===== config.mk =====
export PLATFORM = sky130hd
export DESIGN_NAME = vote_report_tx
export DESIGN_NICKNAME = d
export VERILOG_FILES = /design/src/rtl/vote_report_tx.sv
export SDC_FILE = /design/constraint.sdc
export NUM_CORES = 1
export LEC_CHECK = 0
export ABC_CLOCK_PERIOD_IN_PS = 4700
export BUFFER_PORTS_ARGS = -buffer_cell sky130_fd_sc_hd__clkbuf_2
export CAP_MARGIN = 30
export CELL_PAD_IN_SITES_DETAIL_PLACEMENT = 2
export CELL_PAD_IN_SITES_GLOBAL_PLACEMENT = 2
export CORE_AREA = 2 2 93 113
export CTS_CLUSTER_DIAMETER = 60
export DETAILED_ROUTE_END_ITERATION = 8
export DIE_AREA = 0 0 95 115
export GPL_ROUTABILITY_DRIVEN = 0
export GPL_TIMING_DRIVEN = 1
export PLACE_DENSITY_LB_ADDON = 0.12
export SLEW_MARGIN = 10
export SYNTH_ARGS = -nofsm -noshare
export SYNTH_HDL_FRONTEND = slang
export SYNTH_SLANG_ARGS = --single-unit

===== constraint.sdc =====
create_clock -name clock -period 4.7 [get_ports clock]
set_clock_uncertainty 0.15 [all_clocks]
set_input_delay 0.705 -clock clock [delete_from_list [all_inputs] [get_ports clock]]
set_output_delay 0.705 -clock clock [all_outputs]
set_load 0.03 [all_outputs]

===== src/rtl/vote_report_tx.sv =====
// Purpose : serial (UART-style) reporter sending HEADER, four snapshotted tallies and their 8-bit sum.
// Latency : start bit on the edge after send_req is seen in IDLE; done pulses 6*bits_per_byte*CLKS_PER_BIT cycles later.
// Backpres: send_req is sampled only while idle; requests during a frame are dropped, not queued.
// Optional: define VOTE_TX_PARITY_EN to add an even-parity bit after each byte's bit 7 (8E1 instead of 8N1).
module vote_report_tx #(
  parameter int          CLK_FREQ = 50000000,
  parameter int          BAUD     = 9600,
  parameter logic [7:0]  HEADER   = 8'hA5
) (
  input  logic       clock,
  input  logic       reset_n,
  input  logic       send_req,
  input  logic [7:0] cand1_cnt,
  input  logic [7:0] cand2_cnt,
  input  logic [7:0] cand3_cnt,
  input  logic [7:0] cand4_cnt,
  output logic       tx,
  output logic       busy,
  output logic       done
);

  localparam int CLKS_PER_BIT = CLK_FREQ / BAUD;
  localparam int CW           = (CLKS_PER_BIT > 2) ? $clog2(CLKS_PER_BIT) : 1;
  localparam logic [CW-1:0] LAST_CNT = CW'(CLKS_PER_BIT - 1);

`ifdef VOTE_TX_PARITY_EN
  typedef enum logic [2:0] {S_IDLE, S_START, S_DATA, S_PARITY, S_STOP} state_t;
`else
  typedef enum logic [2:0] {S_IDLE, S_START, S_DATA, S_STOP} state_t;
`endif

  state_t        state_q, state_d;
  logic [CW-1:0] baud_cnt_q, baud_cnt_d;
  logic [2:0]    bit_idx_q, bit_idx_d;
  logic [2:0]    byte_idx_q, byte_idx_d;
  logic [7:0]    snap1_q, snap1_d, snap2_q, snap2_d, snap3_q, snap3_d, snap4_q, snap4_d;
  logic [7:0]    chk_q, chk_d;
  logic          tx_q, tx_d, busy_q, busy_d, done_q, done_d;

  logic [7:0]    cur_byte;
  logic [2:0]    next_bit;
  logic          bit_end;

  assign tx   = tx_q;
  assign busy = busy_q;
  assign done = done_q;

  // Select the byte currently on the wire: header, four snapshots, checksum.
  always_comb begin
    cur_byte = chk_q;
    case (byte_idx_q)
      3'd0:    cur_byte = HEADER;
      3'd1:    cur_byte = snap1_q;
      3'd2:    cur_byte = snap2_q;
      3'd3:    cur_byte = snap3_q;
      3'd4:    cur_byte = snap4_q;
      default: cur_byte = chk_q;
    endcase
  end

  // Next-state logic: each bit lasts CLKS_PER_BIT cycles; tx is precomputed so it leaves a flop.
  always_comb begin
    state_d    = state_q;
    baud_cnt_d = baud_cnt_q;
    bit_idx_d  = bit_idx_q;
    byte_idx_d = byte_idx_q;
    snap1_d    = snap1_q;
    snap2_d    = snap2_q;
    snap3_d    = snap3_q;
    snap4_d    = snap4_q;
    chk_d      = chk_q;
    tx_d       = tx_q;
    busy_d     = busy_q;
    done_d     = 1'b0;
    next_bit   = bit_idx_q + 3'd1;
    bit_end    = (baud_cnt_q == LAST_CNT);

    case (state_q)
      S_IDLE: begin
        baud_cnt_d = '0;
        tx_d       = 1'b1;
        if (send_req) begin
          snap1_d    = cand1_cnt;
          snap2_d    = cand2_cnt;
          snap3_d    = cand3_cnt;
          snap4_d    = cand4_cnt;
          chk_d      = cand1_cnt + cand2_cnt + cand3_cnt + cand4_cnt;
          byte_idx_d = 3'd0;
          bit_idx_d  = 3'd0;
          busy_d     = 1'b1;
          tx_d       = 1'b0;
          state_d    = S_START;
        end
      end
      S_START: begin
        baud_cnt_d = baud_cnt_q + 1'b1;
        if (bit_end) begin
          baud_cnt_d = '0;
          bit_idx_d  = 3'd0;
          tx_d       = cur_byte[0];
          state_d    = S_DATA;
        end
      end
      S_DATA: begin
        baud_cnt_d = baud_cnt_q + 1'b1;
        if (bit_end) begin
          baud_cnt_d = '0;
          if (bit_idx_q == 3'd7) begin
`ifdef VOTE_TX_PARITY_EN
            tx_d    = ^cur_byte;
            state_d = S_PARITY;
`else
            tx_d    = 1'b1;
            state_d = S_STOP;
`endif
          end else begin
            bit_idx_d = next_bit;
            tx_d      = cur_byte[next_bit];
          end
        end
      end
`ifdef VOTE_TX_PARITY_EN
      S_PARITY: begin
        baud_cnt_d = baud_cnt_q + 1'b1;
        if (bit_end) begin
          baud_cnt_d = '0;
          tx_d       = 1'b1;
          state_d    = S_STOP;
        end
      end
`endif
      S_STOP: begin
        baud_cnt_d = baud_cnt_q + 1'b1;
        if (bit_end) begin
          baud_cnt_d = '0;
          if (byte_idx_q == 3'd5) begin
            done_d  = 1'b1;
            busy_d  = 1'b0;
            tx_d    = 1'b1;
            state_d = S_IDLE;
          end else begin
            byte_idx_d = byte_idx_q + 3'd1;
            tx_d       = 1'b0;
            state_d    = S_START;
          end
        end
      end
      default: begin
        tx_d    = 1'b1;
        busy_d  = 1'b0;
        state_d = S_IDLE;
      end
    endcase
  end

  // State and datapath registers; reset aborts any frame with the line idle-high.
  always_ff @(posedge clock or negedge reset_n) begin
    if (!reset_n) begin
      state_q    <= S_IDLE;
      baud_cnt_q <= '0;
      bit_idx_q  <= 3'd0;
      byte_idx_q <= 3'd0;
      snap1_q    <= 8'd0;
      snap2_q    <= 8'd0;
      snap3_q    <= 8'd0;
      snap4_q    <= 8'd0;
      chk_q      <= 8'd0;
      tx_q       <= 1'b1;
      busy_q     <= 1'b0;
      done_q     <= 1'b0;
    end else begin
      state_q    <= state_d;
      baud_cnt_q <= baud_cnt_d;
      bit_idx_q  <= bit_idx_d;
      byte_idx_q <= byte_idx_d;
      snap1_q    <= snap1_d;
      snap2_q    <= snap2_d;
      snap3_q    <= snap3_d;
      snap4_q    <= snap4_d;
      chk_q      <= chk_d;
      tx_q       <= tx_d;
      busy_q     <= busy_d;
      done_q     <= done_d;
    end
  end

endmodule


# Word level (Yosys, flattened, before mapping)
# Cells that the tools add are included.
# classes
eq_ne,18
add_sub_neg,6
order_cmp,1
n_mux,33
bitwise,1
n_reduce_logical,13
# op_table
operator,count
$pmux 8 s5,1
$mux 3,11
$pmux 13 s2,1
$add 8x8->8,3
$ne 2x2->1 const B,8
$add 13x1->13 const B,1
$eq 13x13->1 const B,1
$mux 1,13
$mux 13,1
$eq 3x2->1 const B,4
$pmux 3 s4,1
$reduce_and 5->1,2
$eq 3x3->1 const B,3
$pmux 3 s3,1
$reduce_and 4->1,2
$add 3x1->3 const B,2
$eq 3x1->1 const B,2
$logic_not 3->1,2
$pmux 3 s2,1
$lt 3x4->1 const B,1
$pmux 1 s4,1
$reduce_bool 2->1,2
$bmux 1 s3,1
$pmux 1 s3,1
6 further kinds,6
# totals
register_bits,65
out_inout_bits,3
inputBits,35
wordCells,84

# Depth between registers and ports, before layout
# Gate-level depths: netlist of the first run.
# logic_depth
ltp_word,7
mapped_depth,12
mapped_depth_nobuf,12

# Least setup slack after synthesis of the first run
# No wires, ideal clock.
# synth_timing
kind,input-to-reg
from,input port cand1_cnt[1]
to,register chk_q[7]
path_stages,12
n_path_buf,0
path_slack_ns,1.409
arrival_time_ns,3.006
setup_time_ns,0.135
required_time_ns,4.415
path_cell_list,inv_1 -> fa_1 -> fa_1 -> inv_1 -> ha_1 -> fa_1 -> a21oi_1 -> nor2_1 -> nor2_1 -> o21ai_0 -> xnor2_1 -> o21ai_0
# synth_between
elab_chain_len,3
# synth_rtl
item,line_no,text
"start, declared",13,"input logic [7:0] cand1_cnt,"
$add 8x8->8 (3 in series),87,chk_d = cand1_cnt + cand2_cnt + cand3_cnt + cand4_cnt;
"end signal, assigned",180,chk_q <= chk_d;
"end, declared",37,"logic [7:0] chk_q, chk_d;"
# Every way passes these cells.
# A chain may end at the register's enable or synchronous reset.

# Worst setup path after layout of the first run
# Same ends and word-level chain as after synthesis.

==> metrics, run 1 <==
Setup TNS 0 ps; standard-cell row count 40; predominant post-synthesis flop cell dfrtp_1; post-synth top area share 0.3966; GRT Total Usage 0.2283; headroom to the max-slew limit 0.5396; pin count of the biggest net entering global routing 36; RSZ-0062 raised after global routing no; io pins 38; cells on worst reg2reg path 8; clock-pin slew on the worst setup and hold paths 60 ps; Starting Density 0.4032; Clock Latency Late Sink 330 ps; Synth cell types 59; initial antenna violation count 0; Leak 0.002209 uW; CTS Root Cell clkbuf_16; most common cell after layout, fill and taps aside dfrtp_1; synth-to-layout area growth 16.37%; number of flops mapped to enable cells by yosys 0; arrival time at the worst endpoint 3410 ps; DR pass1 iterations 4; vias in the first global route 3,687; Syn Nets 485; Mapped Area 3975 sq um; Net Sw Frac 0.2434; Via Count 3,173; fin crit share 0.7060; DRC violations left 0; DR WL/cell 19.42 um; Vias/cell 5.471; CTS Hold Bufs 0; CTS tree yes; remaining antenna violation count 0; Reg power frac 0.364; Async S/R FF share, synth 1.000; Post-DP Area 4285 sq um; CTS Buf Count 9; dpl hpwl 8.120 mm; Int Pwr 1144 uW; Post-CTS Setup Repair Bufs 0; Setup crit end kind flop; nets 518; Core Region 9859 sq um; # clock sinks 64; Critical Path Start cand1_cnt[1]; CP required 4800 ps; first-pass GRT wire length 18.91 mm; crit path time final 3318 ps; top cells by area, synth dfrtp_1, fa_1, ha_1; Multi-input gate area 2123 sq um; synth warn 0; Yosys top cell by area dfrtp_1; CP max FO 2; Slew @ Worst Pin 673.2 ps; Pins Over Slew Limit 0; clk buf depth 2; diode count 0; Reg2Reg Setup Slack 1830 ps; gr ovfl total 0; end of the critical path chk_q[7]; Post-Route WL 11.26 mm; cells after synthesis 416; cell area after layout 4626 sq um; outcome finished, final reports clean; clock power share 0.505; initial DRC count 76; Seq. cell area 1603 sq um; final setup margin 1382 ps; post-cts resize count 0; port bufs 37; share of post-route cells with drive strength above 1 0.1850; CP Class input port to flop; htree depth 3; Cell Pwr Density 327.0 nW/um^2; P_sw 368.1 uW; critical path startpoint category input port; Max-Cap Viols 0; most frequent cells in the layout dfrtp_1, nand2_1, o21ai_0, inv_1, clkbuf_2; Setup violations, final 0; worst r2r dst tx; worst r2r src byte_idx_q[0]; Die ar. 10,930 sq um; combinational power share 0.130; FILL cells 1,070; synthesized flop and latch total 64; Hold Fails Final Rpt 0; syn_area_per_cell 9.555 sq um; die extent in x 95 um; Max rail drop VDD 164.5 uV; Die H 115 um; register area share after synthesis 0.4032; f_max 0.3014 GHz; Hold Path Class input port to async pin; Place WS 1074 ps
==> power groups by stage <==
stage	sequential [uW]	combinational, uW	clock [uW]
floorplan	561	123	0
global placement	561	179	0
detailed placement	561	193	0
CTS	551	204	777
global route	551	229	797
finish	551	197	764
==> per-layer routing <==
metal	GRT usage	routed length (um)
met4	0.06667	123
met3	0.03408	211
met5	0	0
met2	0.4402	6375
met1	0.2555	4552
==> stage by stage <==
| stage | instances | power (uW) | hold slack [ps] | utilization |
|---|---|---|---|---|
| floorplan | 416 | 683.7 | 259.4 | - |
| global placement | 562 | 740.0 | 311.7 | 0.4306 |
| detailed placement | 564 | 754.3 | 327.8 | 0.4346 |
| CTS | 580 | 1532 | 137.7 | 0.4692 |
| global route | 580 | 1576 | 153.2 | 0.4692 |
| finish | 580 | 1513 | 126.9 | 0.4692 |
==> how the worst min path moves through the flow <==
stage                         end  slack, ps
floorplan           baud_cnt_q[0]        260
global placement         chk_q[3]        310
detailed placement     snap2_q[5]        330
CTS                 baud_cnt_q[2]        140
global route        baud_cnt_q[2]        150
finish              baud_cnt_q[9]        130
==> flip-flops by register name, summed over array words and instances, names as in the netlist <==
| name | flops |
|---|---|
| chk_q | 8 |
| state_q | 2 |
| snap3_q | 8 |
| snap1_q | 8 |
| tx | 1 |
| bit_idx_q | 3 |
| snap2_q | 8 |
| busy | 1 |
| byte_idx_q | 3 |
| done | 1 |
| baud_cnt_q | 13 |
| snap4_q | 8 |
==> logic make-up (layout without fill, tap and decap cells) <==
kind of cell	after synthesis	count (layout)	synth area share
compound gates	112	112	0.1835
mux	22	22	0.06075
simple gates	109	109	0.1294
buf+inv	63	101	0.06327
flops	64	64	0.4032
fa+ha+maj	34	34	0.1335
xor+xnor	12	12	0.02644
==> cells in the mapped netlist (all sizes together) (6+ instances only) <==
| cell type | instances |
|---|---|
| xnor2 | 8 |
| buf | 8 |
| o21ai | 51 |
| fa | 14 |
| nor2 | 15 |
| a21oi | 15 |
| inv | 45 |
| o31ai | 7 |
| ha | 20 |
| clkbuf | 10 |
| nand2 | 61 |
| dfrtp | 63 |
| nor2b | 6 |
| mux2 | 17 |
==> layout make-up <==
cell class                 count  share of cell area
sequential                    64              0.3465
clock inverter                 4             0.01596
inverter                      45             0.03652
multi-input combinational    289              0.4590
clock buffer                  12             0.05761
tap                          126             0.03408
timing repair buffer          40             0.05031
==> worst max-delay path, cell delays in order <==
cell and delay (ps):
clkbuf_2 80, inv_1 50, fa_1 500, fa_1 520, inv_1 50, ha_1 230, fa_1 420, a21oi_1 170
nor2_1 60, nor2_1 170, o21ai_0 160, xnor2_1 140, o21ai_0 170
Note: power is estimated with default switching activity, not from simulation.
==> run 2, diff against run 1 <==
--- a/config.mk
+++ b/config.mk
@@ -5,15 +5,15 @@
 export SDC_FILE = /design/constraint.sdc
 export NUM_CORES = 1
 export LEC_CHECK = 0
-export ABC_CLOCK_PERIOD_IN_PS = 4700
+export ABC_CLOCK_PERIOD_IN_PS = 3270
 export BUFFER_PORTS_ARGS = -buffer_cell sky130_fd_sc_hd__clkbuf_2
 export CAP_MARGIN = 30
 export CELL_PAD_IN_SITES_DETAIL_PLACEMENT = 2
 export CELL_PAD_IN_SITES_GLOBAL_PLACEMENT = 2
-export CORE_AREA = 2 2 93 113
+export CORE_AREA = 2 2 97 118
 export CTS_CLUSTER_DIAMETER = 60
 export DETAILED_ROUTE_END_ITERATION = 8
-export DIE_AREA = 0 0 95 115
+export DIE_AREA = 0 0 99 120
 export GPL_ROUTABILITY_DRIVEN = 0
 export GPL_TIMING_DRIVEN = 1
 export PLACE_DENSITY_LB_ADDON = 0.12
==> constraint.sdc (replaced) <==
create_clock -name clock -period 3.27 [get_ports clock]
set_clock_uncertainty 0.15 [all_clocks]
set_input_delay 0.4905 -clock clock [delete_from_list [all_inputs] [get_ports clock]]
set_output_delay 0.4905 -clock clock [all_outputs]
set_load 0.03 [all_outputs]
==> run 2 against run 1 <==
Compared with the run above: sequential share of layout area is 0.18 points higher; wire length is 3.9% lower; count of clock-buffer cells in the layout unchanged; final area down 0.51%; via count about the same; critical path type unchanged; highest routed layer unchanged; sequential cell count stayed put; critical path depth unchanged; die area is 8.7% higher; combinational power rose by 40%.
==> metrics, run 2 (same netlist as run 1, synthesis figures left out) <==
Int Pwr 1525 uW (+33%); Cell Pwr Density 438.4 nW/um^2 (+34%); RSZ-0062 raised after global routing no; P_sw 492.7 uW (+34%); port bufs 37 (unchanged); remaining antenna violation count 0 (unchanged); Biggest register baud_cnt_q; Hold Path Class input port to async pin; Reg power frac 0.393 (+0.029); fin crit share 0.9084; crit path time final 2970 ps; htree depth 3 (unchanged); initial DRC count 94 (+24%); post-cts resize count 0 (unchanged); most frequent cells in the layout dfrtp_1, nand2_1, o21ai_0, inv_1, clkbuf_2; crit-path most repeated cell fa_1; f_max 0.3367 GHz; first-pass GRT wire length 18.79 mm (-0.62%); CP required 3290 ps (-1510 ps); CP Class input port to flop; clock power share 0.471 (-0.034); Slew @ Worst Pin 868.0 ps (+194.8 ps); Largest stage delay, worst path 510 ps (about the same); Via Count 3,176 (+0.095%); Hold Fails Final Rpt 0 (unchanged); highest-delay cell along the critical path fa_1; synth-to-layout area growth 15.77%; CP max FO 2 (unchanged); clock-pin slew on the worst setup and hold paths 50 ps (about the same); Starting Density 0.3690 (-0.03418); standard-cell row count 42 (+5.0%); GRT Total Usage 0.1998 (-0.02853); share of post-route cells with drive strength above 1 0.1895 (+0.004520); vias in the first global route 3,731 (+1.2%); number of flip-flops in the largest register 13 (unchanged); DRC violations left 0 (unchanged); DR pass1 iterations 4 (unchanged); most common cell after layout, fill and taps aside dfrtp_1; CTS Hold Bufs 0 (unchanged); diode count 0 (unchanged); nets 524 (+1.2%); pin count of the biggest net entering global routing 65 (+81%); hold slack 202.9 ps (+76.00 ps); critical path startpoint category input port; Vias/cell 5.374 (-1.8%); Leak 0.002196 uW (-0.58%); CTS Root Cell clkbuf_16; Die H 120 um (+4.3%); outcome finished, final reports clean; Max-Cap Viols 0 (unchanged); final core occ 0.4272 (-0.04198); CTS tree yes; Setup violations, final 0 (unchanged); dpl hpwl 8.098 mm (-0.27%); Setup TNS 0 ps (unchanged); Core Region 10,770 sq um (+9.3%); Post-Route WL 10.83 mm (-3.9%); die extent in x 99 um (+4.2%); clk buf depth 2 (unchanged); Post-CTS Setup Repair Bufs 0 (unchanged); DR WL/cell 18.32 um (-5.6%); # clock sinks 64 (unchanged); io pins 38 (unchanged); headroom to the max-slew limit 0.4213 (-0.1183); Net Sw Frac 0.2442 (+0.0008396); Setup crit end kind flop; CTS Buf Count 9 (unchanged); arrival time at the worst endpoint 2990 ps (-420 ps); initial antenna violation count 0 (unchanged); Clock Latency Late Sink 320 ps (about the same); FILL cells 1,207 (+13%); gr ovfl total 0 (unchanged); Pins Over Slew Limit 0 (unchanged); Die ar. 11,880 sq um (+8.7%); combinational power share 0.136 (+0.006); Max rail drop VDD 220.6 uV (+34%); critical path cell sequence clkbuf_2 > inv_1 > fa_1 > fa_1 > inv_1 > ha_1 > fa_1 > a21oi_1 > nor2_1 > nor2_1 > o21ai_0 > xnor2_1 > o21ai_0
[run 2: layout make-up]
cell class	count	area, sq um	share of cell area
clock buffers	12	246.5	0.05356
clock inverters	3	42.54	0.009244
inverters	45	168.9	0.03670
multi-input cells	289	2123	0.4614
flip-flops and latches	64	1603	0.3483
well taps	132	165.2	0.03589
repair buffers	46	252.7	0.05492
[run 2: stage by stage]
stage	cell area [sq um]	setup WS (ps)	std cells	total power, uW
floorplan	3975	193.5	416	982.7
global placement	4313	-15.16	576	1077
detailed placement	4313	-56.11	576	1090
CTS	4602	286.9	591	2049
global route	4602	59.35	591	2121
finish	4602	299.6	591	2017
[run 2: critical path: cells and delay by family]
family          cells  cell delay, ps
buf+inv             3             180
xor+xnor            1             150
compound gates      3             380
fa+ha+maj           4            1630
simple gates        2             170
[run 2: path summary, 6_finish.rpt]
path,from,endpoint,slack (ps),cells after the start
max,cand1_cnt[1],chk_q[7],300,13
max reg2reg,byte_idx_q[0],tx,590,8
min reg2reg,snap4_q[1],snap4_q[1],340,2
min in group clock,cand1_cnt[7],snap1_q[7],280,2
max in group asynchronous,reset_n,snap1_q[6],2180,2
min,reset_n,state_q[1],200,2
[run 2: power groups by stage]
stage	combinational [uW]	sequential, uW	clock, uW
finish	275	793	949
global route	322	792	1010
CTS	285	792	972
detailed placement	284	806	0
global placement	271	806	0
floorplan	176	807	0
[run 2: routing by layer]
| metal | vias to the layer above | track usage | part of all wire |
|---|---|---|---|
| li1 | 1505 | - | - |
| met1 | 1614 | 0.2327 | 0.41 |
| met2 | 43 | 0.3653 | 0.54 |
| met3 | 14 | 0.03145 | 0.023 |
| met4 | 0 | 0.07363 | 0.023 |
| met5 | - | 0 | 0 |
